### src/rtl/regfile_sb_if.sv
// ============================================================================
// regfile_sb_if : read/write/lock port bundle for regfile_sb. Rev 1.0
// ============================================================================
`default_nettype none

interface regfile_sb_if #(
  parameter int DATA_W = 8,
  parameter int ADDR_W = 2
);
  localparam int NUM_REGS = 2**ADDR_W;

  logic [ADDR_W-1:0]   rd_addr_a;
  logic [ADDR_W-1:0]   rd_addr_b;
  logic [DATA_W-1:0]   rd_data_a;
  logic [DATA_W-1:0]   rd_data_b;
  logic                rd_busy_a;
  logic                rd_busy_b;
  logic                wr_en;
  logic [ADDR_W-1:0]   wr_addr;
  logic [DATA_W-1:0]   wr_data;
  logic                lock_en;
  logic [ADDR_W-1:0]   lock_addr;
  logic                lock_ok;
  logic [NUM_REGS-1:0] busy_vec;

  modport master (
    output rd_addr_a, rd_addr_b, wr_en, wr_addr, wr_data, lock_en, lock_addr,
    input  rd_data_a, rd_data_b, rd_busy_a, rd_busy_b, lock_ok, busy_vec
  );

  modport slave (
    input  rd_addr_a, rd_addr_b, wr_en, wr_addr, wr_data, lock_en, lock_addr,
    output rd_data_a, rd_data_b, rd_busy_a, rd_busy_b, lock_ok, busy_vec
  );
endinterface

`default_nettype wire

### src/rtl/regfile_sb.sv
// ============================================================================
// regfile_sb : 2R/1W register file with lock/release scoreboard. Rev 1.0
// ============================================================================
`default_nettype none

module regfile_sb #(
  parameter int DATA_W   = 8,
  parameter int ADDR_W   = 2,
  parameter int ZERO_REG = 0,
  parameter int BYPASS   = 1
) (
  input  wire logic   CLK,
  input  wire logic   areset_n,
  regfile_sb_if.slave bus
);
  localparam int NUM_REGS = 2**ADDR_W;

  logic [DATA_W-1:0]   regs_q [NUM_REGS];
  logic [NUM_REGS-1:0] busy_q;
  logic [NUM_REGS-1:0] busy_d;
  logic                w_wr_fire;
  logic                w_lock_ok;
  logic                w_lock_set;

  // Register 0 absorbs writes and locks when hardwired to zero.
  assign w_wr_fire  = bus.wr_en &&
                      !((ZERO_REG != 0) && (bus.wr_addr == '0));
  assign w_lock_ok  = bus.lock_en && areset_n &&
                      (!busy_q[bus.lock_addr] ||
                       (bus.wr_en && (bus.wr_addr == bus.lock_addr)));
  assign w_lock_set = w_lock_ok &&
                      !((ZERO_REG != 0) && (bus.lock_addr == '0));

  // Set is applied after clear so a same-cycle lock keeps the bit busy.
  always_comb begin
    busy_d = busy_q;
    if (w_wr_fire) begin
      busy_d[bus.wr_addr] = 1'b0;
    end
    if (w_lock_set) begin
      busy_d[bus.lock_addr] = 1'b1;
    end
  end

  always_ff @(posedge CLK) begin
    if (!areset_n) begin
      busy_q <= '0;
      for (int i = 0; i < NUM_REGS; i++) begin
        regs_q[i] <= '0;
      end
    end else begin
      busy_q <= busy_d;
      if (w_wr_fire) begin
        regs_q[bus.wr_addr] <= bus.wr_data;
      end
    end
  end

  always_comb begin
    bus.rd_data_a = regs_q[bus.rd_addr_a];
    bus.rd_busy_a = busy_q[bus.rd_addr_a];
    if ((ZERO_REG != 0) && (bus.rd_addr_a == '0)) begin
      bus.rd_data_a = '0;
      bus.rd_busy_a = 1'b0;
    end else if ((BYPASS != 0) && bus.wr_en && (bus.wr_addr == bus.rd_addr_a)) begin
      bus.rd_data_a = bus.wr_data;
      bus.rd_busy_a = w_lock_ok && (bus.lock_addr == bus.rd_addr_a);
    end
  end

  always_comb begin
    bus.rd_data_b = regs_q[bus.rd_addr_b];
    bus.rd_busy_b = busy_q[bus.rd_addr_b];
    if ((ZERO_REG != 0) && (bus.rd_addr_b == '0)) begin
      bus.rd_data_b = '0;
      bus.rd_busy_b = 1'b0;
    end else if ((BYPASS != 0) && bus.wr_en && (bus.wr_addr == bus.rd_addr_b)) begin
      bus.rd_data_b = bus.wr_data;
      bus.rd_busy_b = w_lock_ok && (bus.lock_addr == bus.rd_addr_b);
    end
  end

  assign bus.lock_ok  = w_lock_ok;
  assign bus.busy_vec = busy_q;

endmodule

`default_nettype wire

### src/flat_wrapper.sv
// flat-port wrapper written by rule: the top's interface ports become plain ports
module regfile_sb_flat 
#(
  parameter int DATA_W   = 8,
  parameter int ADDR_W   = 2,
  parameter int ZERO_REG = 0,
  parameter int BYPASS   = 1
)
  (CLK, areset_n, bus_rd_addr_a, bus_rd_addr_b, bus_wr_en, bus_wr_addr, bus_wr_data, bus_lock_en, bus_lock_addr, bus_rd_data_a, bus_rd_data_b, bus_rd_busy_a, bus_rd_busy_b, bus_lock_ok, bus_busy_vec);
  regfile_sb_if #(.DATA_W(DATA_W), .ADDR_W(ADDR_W)) bus_i ();
  input  wire logic CLK;
  input  wire logic areset_n;
  input wire logic [$bits(bus_i.rd_addr_a)-1:0] bus_rd_addr_a;
  input wire logic [$bits(bus_i.rd_addr_b)-1:0] bus_rd_addr_b;
  input wire logic [$bits(bus_i.wr_en)-1:0] bus_wr_en;
  input wire logic [$bits(bus_i.wr_addr)-1:0] bus_wr_addr;
  input wire logic [$bits(bus_i.wr_data)-1:0] bus_wr_data;
  input wire logic [$bits(bus_i.lock_en)-1:0] bus_lock_en;
  input wire logic [$bits(bus_i.lock_addr)-1:0] bus_lock_addr;
  output wire logic [$bits(bus_i.rd_data_a)-1:0] bus_rd_data_a;
  output wire logic [$bits(bus_i.rd_data_b)-1:0] bus_rd_data_b;
  output wire logic [$bits(bus_i.rd_busy_a)-1:0] bus_rd_busy_a;
  output wire logic [$bits(bus_i.rd_busy_b)-1:0] bus_rd_busy_b;
  output wire logic [$bits(bus_i.lock_ok)-1:0] bus_lock_ok;
  output wire logic [$bits(bus_i.busy_vec)-1:0] bus_busy_vec;
  assign bus_i.rd_addr_a = bus_rd_addr_a;
  assign bus_i.rd_addr_b = bus_rd_addr_b;
  assign bus_i.wr_en = bus_wr_en;
  assign bus_i.wr_addr = bus_wr_addr;
  assign bus_i.wr_data = bus_wr_data;
  assign bus_i.lock_en = bus_lock_en;
  assign bus_i.lock_addr = bus_lock_addr;
  assign bus_rd_data_a = bus_i.rd_data_a;
  assign bus_rd_data_b = bus_i.rd_data_b;
  assign bus_rd_busy_a = bus_i.rd_busy_a;
  assign bus_rd_busy_b = bus_i.rd_busy_b;
  assign bus_lock_ok = bus_i.lock_ok;
  assign bus_busy_vec = bus_i.busy_vec;
  regfile_sb #(.DATA_W(DATA_W), .ADDR_W(ADDR_W), .ZERO_REG(ZERO_REG), .BYPASS(BYPASS)) u_core (.CLK(CLK), .areset_n(areset_n), .bus(bus_i));
endmodule
### config.mk
export PLATFORM = sky130hd
export DESIGN_NAME = regfile_sb_flat
export DESIGN_NICKNAME = d
export VERILOG_FILES = /design/src/rtl/regfile_sb_if.sv /design/src/rtl/regfile_sb.sv /design/src/flat_wrapper.sv
export SDC_FILE = /design/constraint.sdc
export NUM_CORES = 1
export LEC_CHECK = 0
export ABC_AREA = 0
export CAP_MARGIN = 10
export CORE_MARGIN = 5
export CORE_UTILIZATION = 30
export CTS_CLUSTER_SIZE = 12
export DETAILED_ROUTE_END_ITERATION = 7
export PLACE_DENSITY = 0.47
export SYNTH_ARGS = -nofsm -noshare
export SYNTH_HDL_FRONTEND = slang
export SYNTH_SLANG_ARGS = --single-unit
### constraint.sdc
create_clock -name CLK -period 4.5 [get_ports CLK]
set_clock_uncertainty 0.05 [all_clocks]
set_input_delay 1.35 -clock CLK [delete_from_list [all_inputs] [get_ports CLK]]
set_output_delay 1.35 -clock CLK [all_outputs]
set_load 0.01 [all_outputs]
---- Word-level counts from Yosys, hierarchy flattened ----
Memories as Yosys holds them, arrays and structs flattened.
Cells that the tools add are included.
cells by class
  $add $sub $neg .......................... 0
  multipliers ............................. 0
  divide/modulo/power cells ............... 0
  $lt $le $gt $ge ......................... 6
  equality and inequality tests ........... 5
  shift-type cells ........................ 0
  muxes and demuxes ....................... 23
  bitwise gates (word level) .............. 3
  reductions and logical operators ........ 12
operators by type and width
  cell                                                                number
  2-to-1 mux 8 bit                                                    3
  less-than comparator 2 x 3 -> 1 bit (second input constant)         4
  2-to-1 mux 1 bit                                                    12
  == test 2 bit                                                       5
  logical AND 1 bit                                                   9
  2-to-1 mux 4 bit                                                    2
  OR reduction 8 bit                                                  1
  binary-select mux 1 bit (select 2 bit)                              3
  bitwise AND 4 bit                                                   1
  demux 1 bit (select 2 bit)                                          2
  greater-or-equal comparator 2 x 1 -> 1 bit (second input constant)  2
  inverter 4 bit                                                      1
  bitwise OR 4 bit                                                    1
  2-to-1 mux 2 bit                                                    1
  logical NOT 1 bit                                                   1
  logical OR 1 bit                                                    1
word-level totals
  register bits ........................... 4
  latch bits .............................. 0
  memory bits (writable) .................. 32
  bits in read-only memories .............. 0
  bits of input ports ..................... 20
  output and inout bits ................... 23
  memories ................................ 1
memories
  name           depth  width  read ports  clocked after Yosys merged registers in  write ports  RTL line          text
  u_core.regs_q  4      8      2           0                                        4            regfile_sb.sv:18  logic [DATA_W-1:0] regs_q [NUM_REGS];

---- Logic depth before layout (Yosys ltp) ----
  depth after elaboration ................. 9
  mapped depth ............................ 5
  mapped depth without buffers ............ 4

---- Least setup slack after synthesis ----
OpenSTA, ideal clock, no wires.
  kind .................................... input -> output
  start point ............................. in bus_lock_addr[0]
  end point ............................... out bus_rd_busy_a
  data arrival time ....................... 2.445 ns
  setup slack ............................. 0.655 ns
  stages .................................. 5
  buffers on the path ..................... 1
  cells stage by stage .................... buf_2 -> mux2i_1 -> nand4_1 -> o211a_4 -> o41ai_2
between the ends
  cells in the longest elaborated chain, start to end .. 7
RTL lines
  what                                    RTL line            text
  from (decl)                             flat_wrapper.sv:19  input wire logic [$bits(bus_i.lock_addr)-1:0] bus_lock_addr;
  binary-select mux 1 bit (select 2 bit)  regfile_sb.sv:29    (!busy_q[bus.lock_addr] ||
  2-to-1 mux 1 bit (implied by the code)  regfile_sb.sv:29
  logical NOT 1 bit                       regfile_sb.sv:29
  logical OR 1 bit                        regfile_sb.sv:29
  logical AND 1 bit                       regfile_sb.sv:28    assign w_lock_ok = bus.lock_en && areset_n &&
  logical AND 1 bit *                     regfile_sb.sv:67    bus.rd_busy_a = w_lock_ok && (bus.lock_addr == bus.rd_addr_a);
  2-to-1 mux 1 bit *                      regfile_sb.sv:65    end else if ((BYPASS != 0) && bus.wr_en && (bus.wr_addr == bus.rd_addr_a)) begin
  to (decl)                               flat_wrapper.sv:22  output wire logic [$bits(bus_i.rd_busy_a)-1:0] bus_rd_busy_a;
Mark *: on every way between the ends. The rest lies on a longest branch, timed or not. The select of a mux whose other input is x is not followed.

---- Worst setup path in the final report ----
  start point ............................. in bus_wr_en
  end point ............................... out bus_rd_data_a[7]
between the ends
  cells in the longest elaborated chain, start to end .. 2
RTL lines
  what               RTL line            text
  from (decl)        flat_wrapper.sv:15  input wire logic [$bits(bus_i.wr_en)-1:0] bus_wr_en;
  logical AND 1 bit  regfile_sb.sv:65
  2-to-1 mux 8 bit   regfile_sb.sv:65
  to (decl)          flat_wrapper.sv:20  output wire logic [$bits(bus_i.rd_data_a)-1:0] bus_rd_data_a;
Every way passes these cells.

==> impl_metrics.csv <==
group,metric,value,unit
global_routing,via_count_of_the_first_global_routing_pass,1688,
floorplanning,design.portCount,43,
timing,achievable-frequency,227,MHz
routing,drcViolationCount,0,
timing,share_of_the_clock_period_used_by_the_worst_path_after_layout,98.1,%
timing,finalMaxSlewViolations,0,
yosys,syn_inst,166,
timing,maxSlewHeadroom,67.0,%
yosys,synth_seq_cells,36,
global_routing,initial_antenna_violation_count,0,
timing,timing.setup.tns,0,ns
finish,layout-drive-gt1-share,31.4,%
run_status,status,"finished clean",
clocking,cts_sinks,36,
yosys,synth_top_area_share,44.1,%
floorplanning,die-width,95.3,µm
finish,finalNetCount,245,
global_routing,maximum_number_of_pins_on_one_net_before_global_route_repair,12,
global_routing,grt_pass1_wl,9140,µm
routing,via_per_inst,4.78,
finish,filler_cell_count_in_the_final_layout,699,
worst_setup_path,critPathKind,"in -> out",
yosys,syn_avg_cell_area,13.1,µm²
worst_setup_path,reg2reg_slack,3.18,ns
yosys,synth_cell_types,27,
floorplanning,number_of_rows_in_the_core_area,31,
place,dp_hpwl,4160,µm
place,port_buffers,42,
worst_hold_path,hold_class,"reg -> reg",
power,cellLeakagePower,0.00118,µW
timing,hold_viol_final,0,
routing,ant_nets,0,
routing,highest_layer,"met4",
routing,wire_per_inst,18.1,µm
global_routing,grtUsageTotal,14.0,%
floorplanning,floorplan.initialDensity,30.4,%
clocking,clk_root_buffer_cell,"sky130_fd_sc_hd__clkbuf_8",
floorplanning,dieArea,9070,µm²
yosys,synth_area_leader_cell,"sky130_fd_sc_hd__edfxtp_1",
clocking,cts_tree,"built",
clocking,clk_transition_reported_paths,0.07,ns
worst_setup_path,worst-endpoint-arrival,3.01,ns
routing,overall_routed_net_length,5900,µm
yosys,yosys_warnings,0,
timing,worst_pin_slew,0.495,ns
routing,detailedRoute.firstIterationViolations,68,
place,gp_congestion,0.735,
finish,utilization,41.3,%
global_routing,grt_overflow,0,
routing,drt_first_pass_iters,4,
power,pwr_density_cell,284,nW/µm²
yosys,mappedNetlistNets,186,
finish,antennaDiodeCount,0,
routing,route.met3.wl,358,µm
clocking,cts-buffers-inserted,5,
routing,num_vias,1555,
worst_setup_path,crit_path_end_kind,"output pin",
timing,setup_repair_after_global_routing_missed_its_margin,"no",
floorplanning,core_region_area,7180,µm²
timing,setup_violations,0,
job,cap_viol_max_count,0,
yosys,synth_sequential_area_ratio,47.7,%
routing,route.met2.wl,3100,µm
worst_setup_path,timing.critical_path.from_type,"input port",
clocking,hold_buffers,0,
floorplanning,die_height,95.3,µm
clocking,clk_latency,0.28,ns
routing,detail_route.wirelength.met1,2310,µm
power,worst_ir_drop_vdd,96.7,µV
worst_setup_path,worstPathMaxFanout,5,
worst_setup_path,worst_ep_required_time,3.10,ns
clocking,cts_htree_levels,2,
clocking,buffer_levels_on_the_longest_clock_path,2,
yosys,largest_cells_by_area_after_synthesis,"sky130_fd_sc_hd__edfxtp_1 44%, sky130_fd_sc_hd__mux4_2 19%, sky130_fd_sc_hd__mux2_2 8.3%",
yosys,netlist_area,2180,µm²
timing,timing.final.crit_period,4.41,ns
finish,synthToLayoutAreaGrowth,35.7,%
synth_stat cells:
cell type and count:
sky130_fd_sc_hd__and2_1 1, sky130_fd_sc_hd__buf_2 3, sky130_fd_sc_hd__buf_4 1, sky130_fd_sc_hd__buf_6 3
sky130_fd_sc_hd__clkbuf_1 6, sky130_fd_sc_hd__dfxtp_1 4, sky130_fd_sc_hd__edfxtp_1 32, sky130_fd_sc_hd__inv_1 14
sky130_fd_sc_hd__mux2_2 16, sky130_fd_sc_hd__mux2i_1 2, sky130_fd_sc_hd__mux4_2 18, sky130_fd_sc_hd__nand2_1 12
sky130_fd_sc_hd__nand2b_1 1, sky130_fd_sc_hd__nand3_1 3, sky130_fd_sc_hd__nand3_2 2, sky130_fd_sc_hd__nand4_1 3
sky130_fd_sc_hd__nor2_1 24, sky130_fd_sc_hd__o211a_4 1, sky130_fd_sc_hd__o21ai_0 2, sky130_fd_sc_hd__o31ai_1 2
sky130_fd_sc_hd__o32ai_1 2, sky130_fd_sc_hd__o41ai_2 2, sky130_fd_sc_hd__or2b_1 1, sky130_fd_sc_hd__or3_1 1
sky130_fd_sc_hd__xnor2_1 4, sky130_fd_sc_hd__xnor2_2 1, sky130_fd_sc_hd__xor2_1 5
stage by stage:
stage               power, µW  std cells  instance area (µm²)  setup WS [ns]  hold WS (ns)
finish                    842        325                 2960         0.0874         0.463
global route              886        325                 2960       0.000692         0.484
CTS                       854        325                 2950         0.0421         0.473
detailed placement        648        310                 2830         -0.296         0.456
global placement          641        310                 2830         -0.221         0.453
floorplan                 529        166                 2180          0.655         0.455
cells by family (layout without fill, tap and decap cells):
group / Yosys count / in the layout / share of synthesized area, %
XOR/XNOR: 10 / 10 / 4.36
AND/OR/NAND/NOR: 48 / 48 / 9.87
buffers and inverters: 27 / 87 / 6.02
multiplexers: 36 / 36 / 27.8
flip-flops: 36 / 36 / 47.7
AO/OA/AOI/OAI: 9 / 9 / 4.25
final timing paths:
path | cells past startpoint | endpoint | startpoint
max | 6 | bus_rd_data_a[7] | bus_wr_en
min | 2 | u_core.bus.busy_vec[2]$_SDFF_PN0_ | u_core.bus.busy_vec[2]$_SDFF_PN0_
max reg2reg | 5 | u_core.bus.busy_vec[2]$_SDFF_PN0_ | u_core.bus.busy_vec[3]$_SDFF_PN0_
min reg2reg | 2 | u_core.bus.busy_vec[2]$_SDFF_PN0_ | u_core.bus.busy_vec[2]$_SDFF_PN0_
placed cells by master (no fill, tap or decap), drive strengths merged, types with 4 or more instances in the layout:
cell,instances
xnor2,5
clkbuf,5
edfxtp,32
dfxtp,4
buf,23
mux2,16
inv,14
nand2,12
clkdlybuf4s50,20
nor2,24
dlygate4sd2,19
nand3,5
xor2,5
mux4,18
layer usage:
layer	vias to the layer above	track usage [%]
met5	-	0
li1	728	-
met4	0	4.33
met2	49	25.4
met3	12	3.31
met1	766	16.2
registers in the layout, summed over array words and instances (netlist names):
| register | count |
|---|---|
| u_core.regs_q | 32 |
| u_core.bus.busy_vec | 4 |
area by class of cell:
type / count / area [µm²] / share of cell area (%)
multi-input combinational: 103 / 1020 / 34.3
clock buffer: 5 / 68.8 / 2.32
inverter: 14 / 52.6 / 1.78
tap: 99 / 124 / 4.18
sequential: 36 / 1040 / 35.2
timing repair buffer: 65 / 644 / 21.8
clock inverter: 3 / 13.8 / 0.465
what timing repair did:
action,in CTS,in global routing
endpoints found under the setup margin,19,3
gates resized for setup,22,4
pin swaps,2,0
setup buffers,7,0
worst max-delay path, cell delays in order:
cell	delay [ns]
sky130_fd_sc_hd__clkdlybuf4s50_1	0.48
sky130_fd_sc_hd__buf_4	0.14
sky130_fd_sc_hd__nand3_2	0.11
sky130_fd_sc_hd__buf_4	0.18
sky130_fd_sc_hd__mux2_2	0.21
sky130_fd_sc_hd__clkdlybuf4s50_1	0.53
power breakdown:
part	internal [µW]	total (µW)	switching [µW]
logic	127	225	97.6
registers	390	403	13.3
clock network	105	213	109
Power figures use the tool's default switching activity.
